--- src/rtl/pkt_framer_if.sv ---
// Payload-in / packet-out bundle for pkt_framer.
// The slave modport is the framer side; the master modport is the side that feeds it and watches its output.
interface pkt_framer_if #(
    parameter int BUS_SIZE  = 60,
    parameter int WORD_SIZE = 6
);
    localparam int PAY_SIZE = BUS_SIZE - 2 * WORD_SIZE;

    logic [PAY_SIZE-1:0] pay_in;
    logic                pay_valid;
    logic                pay_ready;
    logic                new_frame;
    logic                out_stall;
    logic [BUS_SIZE-1:0] data_out;
    logic                data_valid;

    modport slave (
        input  pay_in,
        input  pay_valid,
        input  new_frame,
        input  out_stall,
        output pay_ready,
        output data_out,
        output data_valid
    );

    modport master (
        output pay_in,
        output pay_valid,
        output new_frame,
        output out_stall,
        input  pay_ready,
        input  data_out,
        input  data_valid
    );
endinterface

--- src/rtl/pkt_framer.sv ---
// Packet framer: wraps buffered payload as {all-ones header, payload, sequence number}
// and drives an all-zero idle word whenever no packet goes out.
//
//  state    | meaning
//  S_RESET  | held in reset, or the first cycle after reset is released; nothing is emitted
//  S_IDLE   | the last output was the idle word; the next packet starts a frame at seq 0
//  S_STREAM | the last output was a packet; the next packet continues the frame
module pkt_framer #(
    parameter int BUS_SIZE  = 60,
    parameter int WORD_SIZE = 6,
    parameter int FRAME_LEN = 2 ** WORD_SIZE
) (
    input  logic         clk,
    input  logic         reset,
    pkt_framer_if.slave  bus
);
    localparam int PAY_SIZE = BUS_SIZE - 2 * WORD_SIZE;
    localparam logic [WORD_SIZE-1:0] SEQ_LAST = WORD_SIZE'(FRAME_LEN - 1);

    typedef enum logic [2:0] {
        S_RESET  = 3'b001,
        S_IDLE   = 3'b010,
        S_STREAM = 3'b100
    } state_t;

    state_t              state;
    logic [PAY_SIZE-1:0] mem [0:1];
    logic                wr_ptr;
    logic                rd_ptr;
    logic [1:0]          count;
    logic [1:0]          count_next;
    logic [WORD_SIZE-1:0] seq;
    logic [WORD_SIZE-1:0] seq_next;
    logic                frame_flag;
    logic                do_write;
    logic                do_read;
    logic                start_frame;

    assign do_write    = bus.pay_valid & bus.pay_ready;
    assign do_read     = (count != 2'd0) & ~bus.out_stall & (state != S_RESET);
    // A gap in the stream restarts the frame, so downstream never sees a sequence jump.
    assign start_frame = (state == S_IDLE) | frame_flag | bus.new_frame | (seq == SEQ_LAST);
    assign seq_next    = start_frame ? '0 : seq + WORD_SIZE'(1);

    always_comb begin
        count_next = count;
        if (do_write && !do_read)
            count_next = count + 2'd1;
        else if (!do_write && do_read)
            count_next = count - 2'd1;
    end

    always_ff @(posedge clk) begin
        if (do_write)
            mem[wr_ptr] <= bus.pay_in;
    end

    always_ff @(posedge clk) begin
        if (!reset) begin
            state          <= S_RESET;
            wr_ptr         <= 1'b0;
            rd_ptr         <= 1'b0;
            count          <= 2'd0;
            seq            <= '0;
            frame_flag     <= 1'b0;
            bus.pay_ready  <= 1'b0;
            bus.data_out   <= '0;
            bus.data_valid <= 1'b0;
        end else begin
            count         <= count_next;
            bus.pay_ready <= (count_next < 2'd2);
            if (do_write)
                wr_ptr <= ~wr_ptr;
            if (do_read) begin
                rd_ptr         <= ~rd_ptr;
                seq            <= seq_next;
                frame_flag     <= 1'b0;
                bus.data_out   <= {{WORD_SIZE{1'b1}}, mem[rd_ptr], seq_next};
                bus.data_valid <= 1'b1;
                state          <= S_STREAM;
            end else begin
                frame_flag     <= frame_flag | bus.new_frame;
                bus.data_out   <= '0;
                bus.data_valid <= 1'b0;
                state          <= S_IDLE;
            end
        end
    end
endmodule

--- src/flat_wrapper.sv ---
// flat-port wrapper written by rule: the top's interface ports become plain ports
module pkt_framer_flat 
#(
    parameter int BUS_SIZE  = 60,
    parameter int WORD_SIZE = 6,
    parameter int FRAME_LEN = 2 ** WORD_SIZE
)
  (clk, reset, bus_pay_in, bus_pay_valid, bus_new_frame, bus_out_stall, bus_pay_ready, bus_data_out, bus_data_valid);
  pkt_framer_if #(.BUS_SIZE(BUS_SIZE), .WORD_SIZE(WORD_SIZE)) bus_i ();
  input  logic clk;
  input  logic reset;
  input wire logic [$bits(bus_i.pay_in)-1:0] bus_pay_in;
  input wire logic [$bits(bus_i.pay_valid)-1:0] bus_pay_valid;
  input wire logic [$bits(bus_i.new_frame)-1:0] bus_new_frame;
  input wire logic [$bits(bus_i.out_stall)-1:0] bus_out_stall;
  output wire logic [$bits(bus_i.pay_ready)-1:0] bus_pay_ready;
  output wire logic [$bits(bus_i.data_out)-1:0] bus_data_out;
  output wire logic [$bits(bus_i.data_valid)-1:0] bus_data_valid;
  assign bus_i.pay_in = bus_pay_in;
  assign bus_i.pay_valid = bus_pay_valid;
  assign bus_i.new_frame = bus_new_frame;
  assign bus_i.out_stall = bus_out_stall;
  assign bus_pay_ready = bus_i.pay_ready;
  assign bus_data_out = bus_i.data_out;
  assign bus_data_valid = bus_i.data_valid;
  pkt_framer #(.BUS_SIZE(BUS_SIZE), .WORD_SIZE(WORD_SIZE), .FRAME_LEN(FRAME_LEN)) u_core (.clk(clk), .reset(reset), .bus(bus_i));
endmodule
--- config.mk ---
export PLATFORM = sky130hd
export DESIGN_NAME = pkt_framer_flat
export DESIGN_NICKNAME = d
export VERILOG_FILES = /design/src/rtl/pkt_framer_if.sv /design/src/rtl/pkt_framer.sv /design/src/flat_wrapper.sv
export SDC_FILE = /design/constraint.sdc
export NUM_CORES = 1
export LEC_CHECK = 0
export ABC_AREA = 1
export BUFFER_PORTS_ARGS = -buffer_cell sky130_fd_sc_hd__buf_2
export CORE_UTILIZATION = 48
export DETAILED_ROUTE_END_ITERATION = 8
export PLACE_DENSITY = 0.81
export SYNTH_ARGS = -nofsm -noshare
export SYNTH_HDL_FRONTEND = slang
export SYNTH_SLANG_ARGS = --single-unit
--- constraint.sdc ---
create_clock -name clk -period 5.9 [get_ports clk]
set_input_delay 0.885 -clock clk [delete_from_list [all_inputs] [get_ports clk]]
set_output_delay 0.885 -clock clk [all_outputs]
set_load 0.03 [all_outputs]
======== After elaboration in Yosys (flattened, before gate mapping) ========
Memory sizes are Yosys's and may differ from the RTL's. A register that Yosys moved wholly into a read port is not among the register bits.
Cells that the tools add are included.
word-level totals
  flip-flop bits (word level) ............. 76
  bits in latches ......................... 0
  memory bits (writable) .................. 96
  bits in read-only memories .............. 0
  output and inout port bits .............. 62
  memories ................................ 1
memories
  memory      words  bits a word  rd ports  clocked after memory_dff  wr ports  RTL line          text
  u_core.mem  2      48           1         1                         1         pkt_framer.sv:27  logic [PAY_SIZE-1:0] mem [0:1];
operators by class
  add/subtract/negate cells ............... 3
  multiply operators ...................... 0
  divide/modulo/power cells ............... 0
  $lt $le $gt $ge ......................... 1
  equal/unequal tests ..................... 3
  shift operators ......................... 0
  multiplexer cells ....................... 10
  bitwise gates (word level) .............. 11
  reduce and logical (&&, ||, !) cells .... 7
operators with widths
  kind                                                    count
  2-to-1 mux 60 bit                                       1
  adder 6 x 1 -> 6 bit (second input constant)            1
  == test 6 bit (second input constant)                   1
  2-to-1 mux 6 bit                                        1
  2-to-1 mux 1 bit                                        5
  2-to-1 mux 2 bit                                        2
  NOT 1 bit                                               4
  OR 1 bit                                                4
  bitwise AND 1 bit                                       3
  == test 3 x 2 -> 1 bit (second input constant)          1
  2-to-1 mux 3 bit                                        1
  inequality test 3 x 1 -> 1 bit (second input constant)  1
  adder 2 x 1 -> 2 bit (second input constant)            1
  logical AND 1 bit                                       2
  logical NOT 1 bit                                       2
  less-than comparator 2 bit (second input constant)      1
  AND reduction 2 bit                                     1
  nonzero test 2 bit                                      1
  OR reduction 2 bit                                      1
  subtractor 2 x 1 -> 2 bit (second input constant)       1

======== Longest topological paths before layout ========
  depth in word-level cells ............... 7
  gate-level depth with buffers ........... 10
  gate-level depth less buffers ........... 10

======== Worst setup path before layout ========
No wires, ideal clock.
  path kind ............................... input port to flip-flop
  from .................................... input port bus_pay_valid
  to ...................................... memory u_core.mem[1][0] in the netlist's numbering, enable pin
  setup time .............................. 0.455 ns
  arrival time ............................ 3.045 ns
  required time ........................... 5.445 ns
  setup slack ............................. 2.399 ns
  stages .................................. 2
  cells stage by stage .................... nand2_1 nor2_1
on the way
  word-level cells in the longest chain between the ends .. 3
ends and longest elaborated chain
  item                                    RTL line            text
  start: declaration                      flat_wrapper.sv:13  input wire logic [$bits(bus_i.pay_valid)-1:0] bus_pay_valid;
  bitwise AND 1 bit                       pkt_framer.sv:39    assign do_write = bus.pay_valid & bus.pay_ready;
  2-to-1 mux 1 bit                        pkt_framer.sv:54    if (do_write)
  2-to-1 mux 1 bit (implied by the code)  pkt_framer.sv:55    mem[wr_ptr] <= bus.pay_in;
  end: declaration                        pkt_framer.sv:27
Every way passes these cells.

==> run_results.csv <==
group,metric,value,unit
routing,drc,0,
critical_path,crit_type,"reg2reg",
logic_synthesis,ys_warn_count,0,
timing,max_freq,487,MHz
finish,final_cell_mix,"nand2_1, buf_2, edfxtp_1, dfxtp_1, a21oi_1",
power_and_ir_drop,power.leakage,2.86,nW
critical_path,crit_arrival,2.32,ns
routing,drt-wirelength-per-cell,13.9,microns
clock_network,clkTransAtPathRegs,0.06,ns
global_route,grt_max_degree,53,
finish,fin_util,60.8,%
timing,drv_slew,0,
logic_synthesis,synth-compound-area-share,5.54,%
timing,tns,0,ns
logic_synthesis,synthAdderAreaFrac,0.907,%
routing,wl,9550,microns
power_and_ir_drop,p_per_area,413,mW/mm^2
timing,post-route-period-util,34.8,%
clock_network,cts.repair.resized,0,
placement,hpwl,5790,microns
floorplanning,io_pins,115,
finish,regArea,0.00429,sq mm
finish,final_common_cell,"nand2_1",
finish,syn2layout_area_growth,21.7,%
logic_synthesis,ys_seq_area_share,77.7,%
logic_synthesis,syn-num-nets,476,
timing,worstMarginPinSlew,0.966,ns
clock_network,cts.sinks,166,
floorplanning,die-area,0.0119,sq mm
clock_network,cts_hold_buf,0,
placement,routabilityCongestion,0.694,
routing,drt_iter0_markers,170,
floorplanning,rows,38,
logic_synthesis,syn_inst,419,
finish,multi_input_area,990,sq um
critical_path,cp-start-kind,"register",
floorplanning,die_w,109,microns
routing,antenna_left,0,
clock_network,insertion_delay,0.41,ns
power_and_ir_drop,peakVddDrop,0.000248,V
timing,skew,0.00928,ns
finish,fillers,854,
clock_network,cts_setup_buffers,0,
routing,via_per_inst,4.79,
logic_synthesis,syn_avg_cell_area,13.2,sq um
routing,first_pass_iters,4,
routing,via_count,3292,
finish,final_nets,590,
timing,period_minus_slack,2.05,ns
finish,drive_above_1_share,29.3,%
logic_synthesis,synth_top_family_by_area,"simple AND/OR/NAND/NOR gates",
logic_synthesis,yosys.area_share.simple,10.9,%
clock_network,tritoncts,"built",
global_route,gr-total-overflow,0,
outcome,outcome,"finished, final reports clean",
logic_synthesis,synth_xor_area_share,0.318,%
global_route,grt_pass1_wl,14500,microns
timing,setup_violations,0,
logic_synthesis,synth.area.mux_share,0,%
logic_synthesis,syn-cell-area,0.00552,sq mm
placement,io_buffers,114,
global_route,grt_pass1_vias,3007,
global_route,antenna_found_initial,1,
flow_run,cap_violations,0,
timing,rsz0062_at_grt,"false",
floorplanning,fp.coreArea,0.0110,sq mm
timing,hold_viol_final,0,
global_route,track_usage,16.9,%
power_and_ir_drop,power,0.00277,W
critical_path,cp-end-kind,"register",
clock_network,cts.path.max_buffers,2,
critical_path,required,6.17,ns
critical_path,cp_max_fo,49,
clock_network,root_buffer,"clkbuf_16",
hold_path,hold_class,"reg2reg",
clock_network,cts_inserted_buffers,17,
clock_network,htreeDepth,4,
floorplanning,die_height,109,microns
logic_synthesis,ys_types,23,
logic_synthesis,ys_seq_elements,166,
timing,slew_headroom,35.6,%
floorplanning,start_util,50.0,%
Yosys cell counts:
cell / n / area (sq um)
nor2_4: 2 / 22.5
o21ai_2: 1 / 8.76
dfxtp_1: 70 / 1400
ha_1: 4 / 50.1
nand3_4: 1 / 17.5
buf_6: 7 / 78.8
a21oi_1: 48 / 240
nor2_1: 13 / 48.8
buf_4: 10 / 75.1
o21ai_0: 3 / 15.0
a211oi_1: 2 / 15.0
buf_2: 1 / 5.00
edfxtp_1: 96 / 2880
nand2_2: 2 / 12.5
clkbuf_1: 3 / 11.3
inv_2: 2 / 7.51
nor3_1: 2 / 10.0
xnor2_1: 2 / 17.5
a21oi_2: 3 / 26.3
nand3_1: 1 / 5.00
nand2_1: 124 / 465
inv_1: 21 / 78.8
nand3b_4: 1 / 20.0
area by class of cell:
cell class | instances | share of cell area (%)
repair buffers | 116 | 8.73
flip-flops and latches | 166 | 63.9
multi-input cells | 209 | 14.7
diodes | 1 | 0.0373
clock inverters | 12 | 1.92
clock buffers | 20 | 6.81
inverters | 23 | 1.29
well taps | 140 | 2.61
worst paths after layout:
check | startpoint | end | slack, ns | cells after the start
worst max-delay path | register | u_core.bus.data_out[43] | 3.85 | 3
worst min-delay path | u_core.frame_flag | u_core.frame_flag | 0.46 | 2
worst max register to register | register | u_core.bus.data_out[43] | 3.85 | 3
worst min register to register | u_core.frame_flag | u_core.frame_flag | 0.46 | 2
flip-flops by register name, summed over array words and instances, names as in the netlist, named ones only:
| signal | count |
|---|---|
| u_core.mem | 96 |
| u_core.frame_flag | 1 |
| u_core.count | 1 |
| u_core.rd_ptr | 1 |
| u_core.state | 2 |
| u_core.wr_ptr | 1 |
| u_core.seq | 6 |
| u_core.bus.pay_ready | 1 |
| u_core.bus.data_out | 55 |
per-stage QoR:
step / worst slack (ns) / hold WS [ns] / cells / instance area [sq um]
2_1_floorplan: 2.40 / 0.414 / 419 / 5520
3_3_place_gp: 3.69 / 0.439 / 654 / 6120
3_5_place_dp: 3.63 / 0.450 / 654 / 6120
4_1_cts: 3.79 / 0.459 / 686 / 6710
5_1_grt: 3.67 / 0.475 / 686 / 6710
6_report: 3.85 / 0.456 / 687 / 6710
worst max-delay path, cell delays in order (launching register included):
cell     delay [ns]
dfxtp_2        0.96
inv_2          0.62
nand2_1        0.21
a21oi_1        0.08
power breakdown:
| part | internal (W) | switching (W) |
|---|---|---|
| logic | 0.0000934 | 0.000232 |
| clock network | 0.000643 | 0.000420 |
| registers | 0.00133 | 0.0000525 |
| total | 0.00207 | 0.000704 |
routing by layer:
layer / track usage, % / up-vias / routed length (microns)
met5: 0 / - / 0
met4: 7.14 / 0 / 73
met3: 6.22 / 10 / 613
met2: 27.8 / 102 / 4840
met1: 20.0 / 1549 / 4020
li1: - / 1631 / -
kinds of logic after synthesis:
kind of cell | after synthesis
buffers and inverters | 44
AND/OR/NAND/NOR | 146
adder cells (fa/ha/maj) | 4
XOR/XNOR | 2
AO/OA/AOI/OAI | 57
flip-flops | 166
(Power assumes the default switching activity.)
